`src/rtl/gen_pwm_pkg.sv`:
```
// rtl/gen_pwm_pkg.sv - shared types and defaults for the gen_pwm PWM generator
package gen_pwm_pkg;

    localparam int GEN_PWM_WIDTH = 12;

    typedef enum logic [1:0] {
        IDLE  = 2'b00,
        RUN   = 2'b01,
        DRAIN = 2'b10
    } gen_pwm_state_t;

endpackage

```
`src/rtl/gen_pwm_rampa.sv`:
```
// rtl/gen_pwm_rampa.sv - soft-start duty ramp (built only with GEN_PWM_SOFTSTART_EN)
`ifdef GEN_PWM_SOFTSTART_EN
import gen_pwm_pkg::*;

module gen_pwm_rampa #(
    parameter int WIDTH   = GEN_PWM_WIDTH,
    parameter int SS_STEP = 16
) (
    input  logic             clk,
    input  logic             rst_n,
    input  logic             arranque_i,
    input  logic             carga_i,
    input  logic [WIDTH-1:0] duty_sh_i,
    output logic [WIDTH-1:0] duty_eff_d_o
);

    localparam logic [WIDTH:0] PASO = (WIDTH + 1)'(SS_STEP);

    logic [WIDTH-1:0] duty_eff_q, duty_eff_d;
    logic [WIDTH:0]   suma;
    logic [WIDTH-1:0] paso_sat, suma_sat, base;

    // The ramp sum saturates so a large step never wraps to a tiny duty.
    always_comb begin
        suma       = {1'b0, duty_eff_q} + PASO;
        suma_sat   = suma[WIDTH] ? '1 : suma[WIDTH-1:0];
        paso_sat   = PASO[WIDTH] ? '1 : PASO[WIDTH-1:0];
        base       = arranque_i ? paso_sat : suma_sat;
        duty_eff_d = duty_eff_q;
        if (carga_i) begin
            duty_eff_d = (base < duty_sh_i) ? base : duty_sh_i;
        end
    end

    always_ff @(posedge clk or negedge rst_n) begin
        if (!rst_n) begin
            duty_eff_q <= '0;
        end else begin
            duty_eff_q <= duty_eff_d;
        end
    end

    assign duty_eff_d_o = duty_eff_d;

endmodule
`endif

```
`src/rtl/gen_pwm.sv`:
```
// rtl/gen_pwm.sv - double-buffered PWM generator with drain-on-disable; GEN_PWM_SOFTSTART_EN adds a duty ramp
import gen_pwm_pkg::*;

module gen_pwm #(
    parameter int WIDTH   = GEN_PWM_WIDTH,
    parameter int SS_STEP = 16
) (
    input  logic             clk,
    input  logic             rst_n,
    input  logic             enable,
    input  logic [WIDTH-1:0] periodo_in,
    input  logic [WIDTH-1:0] duty_in,
    output logic             pwm_out,
    output logic             fin_periodo,
    output logic             activo,
    output logic [WIDTH-1:0] cuenta
);

    localparam logic [WIDTH-1:0] UNO = WIDTH'(1);

    gen_pwm_state_t   state_q, state_d;
    logic [WIDTH-1:0] cuenta_q, cuenta_d;
    logic [WIDTH-1:0] per_sh_q, per_sh_d;
    logic [WIDTH-1:0] duty_sh_q, duty_sh_d;
    logic [WIDTH-1:0] duty_eff_d;
    logic [WIDTH-1:0] duty_nuevo;
    logic             pwm_q, pwm_d;
    logic             fin_q, fin_d;
    logic             pedido, frontera, carga, arranque;

    always_comb begin
        duty_nuevo = (duty_in > periodo_in) ? periodo_in : duty_in;
        pedido     = enable && (periodo_in != '0);
        frontera   = (state_q != IDLE) && (cuenta_q == per_sh_q - UNO);
        state_d    = state_q;
        cuenta_d   = cuenta_q;
        per_sh_d   = per_sh_q;
        duty_sh_d  = duty_sh_q;
        carga      = 1'b0;
        arranque   = 1'b0;
        case (state_q)
            IDLE: begin
                cuenta_d = '0;
                if (pedido) begin
                    carga    = 1'b1;
                    arranque = 1'b1;
                    state_d  = RUN;
                end
            end
            RUN, DRAIN: begin
                // Mid-period the only decision is whether we are draining.
                if (frontera) begin
                    cuenta_d = '0;
                    if (pedido) begin
                        carga   = 1'b1;
                        state_d = RUN;
                    end else begin
                        state_d = IDLE;
                    end
                end else begin
                    cuenta_d = cuenta_q + UNO;
                    state_d  = enable ? RUN : DRAIN;
                end
            end
            default: begin
                state_d  = IDLE;
                cuenta_d = '0;
            end
        endcase
        if (carga) begin
            per_sh_d  = periodo_in;
            duty_sh_d = duty_nuevo;
        end
    end

`ifdef GEN_PWM_SOFTSTART_EN
    gen_pwm_rampa #(
        .WIDTH   (WIDTH),
        .SS_STEP (SS_STEP)
    ) u_rampa (
        .clk          (clk),
        .rst_n        (rst_n),
        .arranque_i   (arranque),
        .carga_i      (carga),
        .duty_sh_i    (duty_sh_d),
        .duty_eff_d_o (duty_eff_d)
    );
`else
    logic unused_rampa;
    assign unused_rampa = arranque & (SS_STEP != 0);
    assign duty_eff_d   = duty_sh_d;
`endif

    // Outputs are computed from next state so they are registered yet aligned with cuenta.
    always_comb begin
        pwm_d = (state_d != IDLE) && (cuenta_d < duty_eff_d);
        fin_d = (state_d != IDLE) && (cuenta_d == per_sh_d - UNO);
    end

    always_ff @(posedge clk or negedge rst_n) begin
        if (!rst_n) begin
            state_q   <= IDLE;
            cuenta_q  <= '0;
            per_sh_q  <= '0;
            duty_sh_q <= '0;
            pwm_q     <= 1'b0;
            fin_q     <= 1'b0;
        end else begin
            state_q   <= state_d;
            cuenta_q  <= cuenta_d;
            per_sh_q  <= per_sh_d;
            duty_sh_q <= duty_sh_d;
            pwm_q     <= pwm_d;
            fin_q     <= fin_d;
        end
    end

    assign pwm_out     = pwm_q;
    assign fin_periodo = fin_q;
    assign activo      = (state_q != IDLE);
    assign cuenta      = cuenta_q;

endmodule

```
`config.mk`:
```
export PLATFORM = sky130hd
export DESIGN_NAME = gen_pwm
export DESIGN_NICKNAME = d
export VERILOG_FILES = /design/src/rtl/gen_pwm_pkg.sv /design/src/rtl/gen_pwm_rampa.sv /design/src/rtl/gen_pwm.sv
export SDC_FILE = /design/constraint.sdc
export NUM_CORES = 1
export LEC_CHECK = 0
export ABC_AREA = 1
export CAP_MARGIN = 25
export CORE_ASPECT_RATIO = 2
export CORE_MARGIN = 5
export CORE_UTILIZATION = 58
export CTS_CLUSTER_DIAMETER = 100
export DETAILED_ROUTE_END_ITERATION = 6
export PLACE_DENSITY_LB_ADDON = 0.12
export SYNTH_ARGS = -nofsm -noshare
export SYNTH_HDL_FRONTEND = slang
export SYNTH_SLANG_ARGS = --single-unit
```
`constraint.sdc`:
```
create_clock -name clk -period 4.11 [get_ports clk]
set_input_delay 0.411 -clock clk [delete_from_list [all_inputs] [get_ports clk]]
set_output_delay 0.411 -clock clk [all_outputs]
set_load 0.01 [all_outputs]
```
==> flow_metrics.tcl <==
set metrics [dict create \
    synth_mux_area_frac 0 \
    yosysTopAreaCellShare 0.2718 \
    powerDensity_mw_per_mm2 577.7 \
    rsz0062_at_grt "false" \
    initial_core_util 0.5884 \
    skew_ns 0.003682 \
    max_cap_violations 0 \
    post_cts_buffers 0 \
    grt_pass1_vias 3465 \
    avgSynthCellArea_um2 6.517 \
    yosys.area_share.simple 0.3755 \
    drt_drc_violations_left 0 \
    die-area_mm2 0.008139 \
    slew_headroom 0.7359 \
    clkLatencyLatePin_ns 0.29 \
    synth_top_family_by_area "simple AND/OR/NAND/NOR gates" \
    post-route-period-util 0.8922 \
    cp_top_family "simple AND/OR/NAND/NOR gates" \
    dieWidth_um 66.34 \
    dp_hpwl_um 8404 \
    drt-initial-drc-count 193 \
    cts.repair.resized 0 \
    synth_cell_types 34 \
    finalMaxSlewViolations 0 \
    status "finished, final reports clean" \
    synth_compound_gate_area_share 0.08767 \
    fin_ws_ns 0.4430 \
    crit_slowest_cell "dfrtp_1" \
    criticalPathCategory "flop to flop" \
    cts.clk_slew.worst_paths_ns 0.06 \
    worst_pin_slew_ns 0.3961 \
    vdd_drop_max_mv 0.2980 \
    wl_per_cell_um 14.39 \
    grt_antenna_before_repair 0 \
    rows 41 \
    cts_made_buffers 5 \
    postSynthCellCount 565 \
    synth_seq_area_share 0.2718 \
    grt_overflow 0 \
    synth_area_leaders "dfrtp_1 27%, nand2_1 17%, inv_1 11%" \
    hold_buffers 0 \
    critical_path_buf_inv_count 2 \
    crit_arrival_ns 3.88 \
    path_max_fanout 36 \
    coreArea_mm2 0.006259 \
    place_area_mm2 0.004177 \
    nets 667 \
    io_buffer_count 41 \
    viasPerCell 5.077 \
    finalHoldWorstSlack_ns 0.4791 \
    grt_max_degree 41 \
    htree_num_levels 2 \
    yosys_warnings 0 \
    place_ws_ns 0.4674 \
    synthAdderAreaFrac 0.09514 \
    grt_usage 0.2628 \
    slowest_delay_ns 0.40 \
    syn_area_mm2 0.003682 \
    area_growth_pct 18.21 \
    setup_viol 0 \
    worstPathRequired_ns 4.33 \
    hold_viol 0 \
    num_io_pins 42 \
    synth_seq_cells 40 \
    grt_pass1_wl_um 15860 \
    period_needed_ns 3.667 \
    utilization 0.6955 \
    synth_nets 620 \
    final_common_cell "nand2_1" \
    hold_class "input pin to async pin" \
    dr.pass1.iters 5 \
    place.gp.congestion 0.9437 \
    cts.path.max_buffers 2 \
    fin_area_mm2 0.004353 \
    final_cell_mix "165 x nand2_1, 111 x inv_1, 49 x nand3_1" \
    power.leakage_nw 2.397 \
    cts_tree "yes" \
    cts_root_buf "clkbuf_16" \
    clock_sinks 40 \
    vias 3549 \
    ant_nets 0 \
    routed_wl_um 10060 \
    antennaDiodeCount 0 \
    die_h_um 122.7 \
    fmax_ghz 0.2727 \
    synth-xor-area-share 0.03942 \
    yosysTopAreaCell "dfrtp_1" \
    cp_cell_sequence "inv_1 > ha_1 > nand2_2 > nor2_4 > nand2_1 > nand3_1 > nand2_1 > nor2_2 > nand3_2 > nand2_4 > nand2_4 > buf_4 > o21ai_0 > ha_1 > a21oi_1 > a31oi_1 > a31oi_1 > o2111ai_1 > a21oi_1" \
    endpoint_kind "flop" \
    drive_gt1_frac 0.09788 \
    start_kind "flop" \
    tns_ns 0 \
]
-- layout make-up --
cell class	instances	area (um2)
Multi-Input combinational cell	402	2201
Tap cell	86	107.6
Fill cell	580	1906
Sequential cell	40	1001
Clock buffer	8	146.4
Timing Repair Buffer	46	457.9
Inverter	117	439.2
-- power breakdown --
part	total [mW]	internal (mW)	switching [mW]	leakage (nW)
clock	0.400	0.242	0.158	0.0712
sequential	0.647	0.534	0.113	0.481
combinational	1.47	0.507	0.960	1.84
-- path summary, 6_finish.rpt --
path,cells past startpoint,slack [ns],from,endpoint
hold / removal,2,0.48,rst_n,duty_sh_q[1]$_DFF_PN0_
hold reg to reg,2,0.55,duty_sh_q[0]$_DFF_PN0_,duty_sh_q[0]$_DFF_PN0_
max in group asynchronous,3,3.22,rst_n,duty_sh_q[6]$_DFF_PN0_
min in group clk,2,0.55,duty_sh_q[0]$_DFF_PN0_,duty_sh_q[0]$_DFF_PN0_
setup / recovery,19,0.44,per_sh_q[0]$_DFF_PN0_,pwm_out$_DFF_PN0_
setup reg to reg,19,0.44,per_sh_q[0]$_DFF_PN0_,pwm_out$_DFF_PN0_
-- cell usage after synthesis --
master     instances
nand2_1          165
inv_1            111
nand3_1           49
dfrtp_1           40
nor2_1            34
o21ai_0           29
ha_1              28
nand2_2           17
a21oi_1           14
nor2_2            11
nand4_1            9
xnor2_1            7
xor2_1             7
inv_2              6
nand3b_1           5
o21ai_2            5
clkbuf_1           4
nand2_4            3
nor2_4             3
a31oi_1            2
nand3_2            2
nor3_1             2
buf_6              1
buf_8              1
nand2b_1           1
nor3_2             1
nor3b_1            1
o2111ai_1          1
o211ai_1           1
o21ai_1            1
o21ai_4            1
o22ai_1            1
o31ai_1            1
xnor3_1            1
-- through the flow --
step,total power [mW],instances
floorplan,1.710,565
global placement,2.067,689
detailed placement,2.103,689
CTS,2.507,697
global route,2.732,699
finish,2.515,699
-- worst register-to-register path, stage by stage, from the launching register on --
cell and delay [ns]:
dfrtp_1 0.40, inv_1 0.17, ha_1 0.35, nand2_2 0.14, nor2_4 0.15, nand2_1 0.06
nand3_1 0.14, nand2_1 0.10, nor2_2 0.15, nand3_2 0.11, nand2_4 0.14, nand2_4 0.08
buf_4 0.26, o21ai_0 0.29, ha_1 0.29, a21oi_1 0.18, a31oi_1 0.12, a31oi_1 0.18
o2111ai_1 0.12, a21oi_1 0.14
-- registers in the layout (all words and copies together) (netlist names) --
register and flops:
cuenta 12, duty_sh_q 12, fin_periodo 1, per_sh_q 12, pwm_out 1, state_q 2
-- logic make-up (layout without fill, tap and decap cells) --
family	Yosys count	count (layout)
AOI/OAI and AO/OA	56	56
xor gates and xnor gates	15	15
adders and majority gates	28	28
buffers and inverters	123	171
DFF	40	40
and+or+nand+nor	303	303
-- routing by layer --
| layer | vias up | track usage | share of wire |
|---|---|---|---|
| li1 | 1856 | - | - |
| met1 | 1582 | 0.2579 | 0.35 |
| met2 | 87 | 0.5134 | 0.57 |
| met3 | 24 | 0.03022 | 0.031 |
| met4 | 0 | 0.1323 | 0.046 |
| met5 | - | 0 | 0 |
Note: power is estimated with default switching activity, not from simulation.
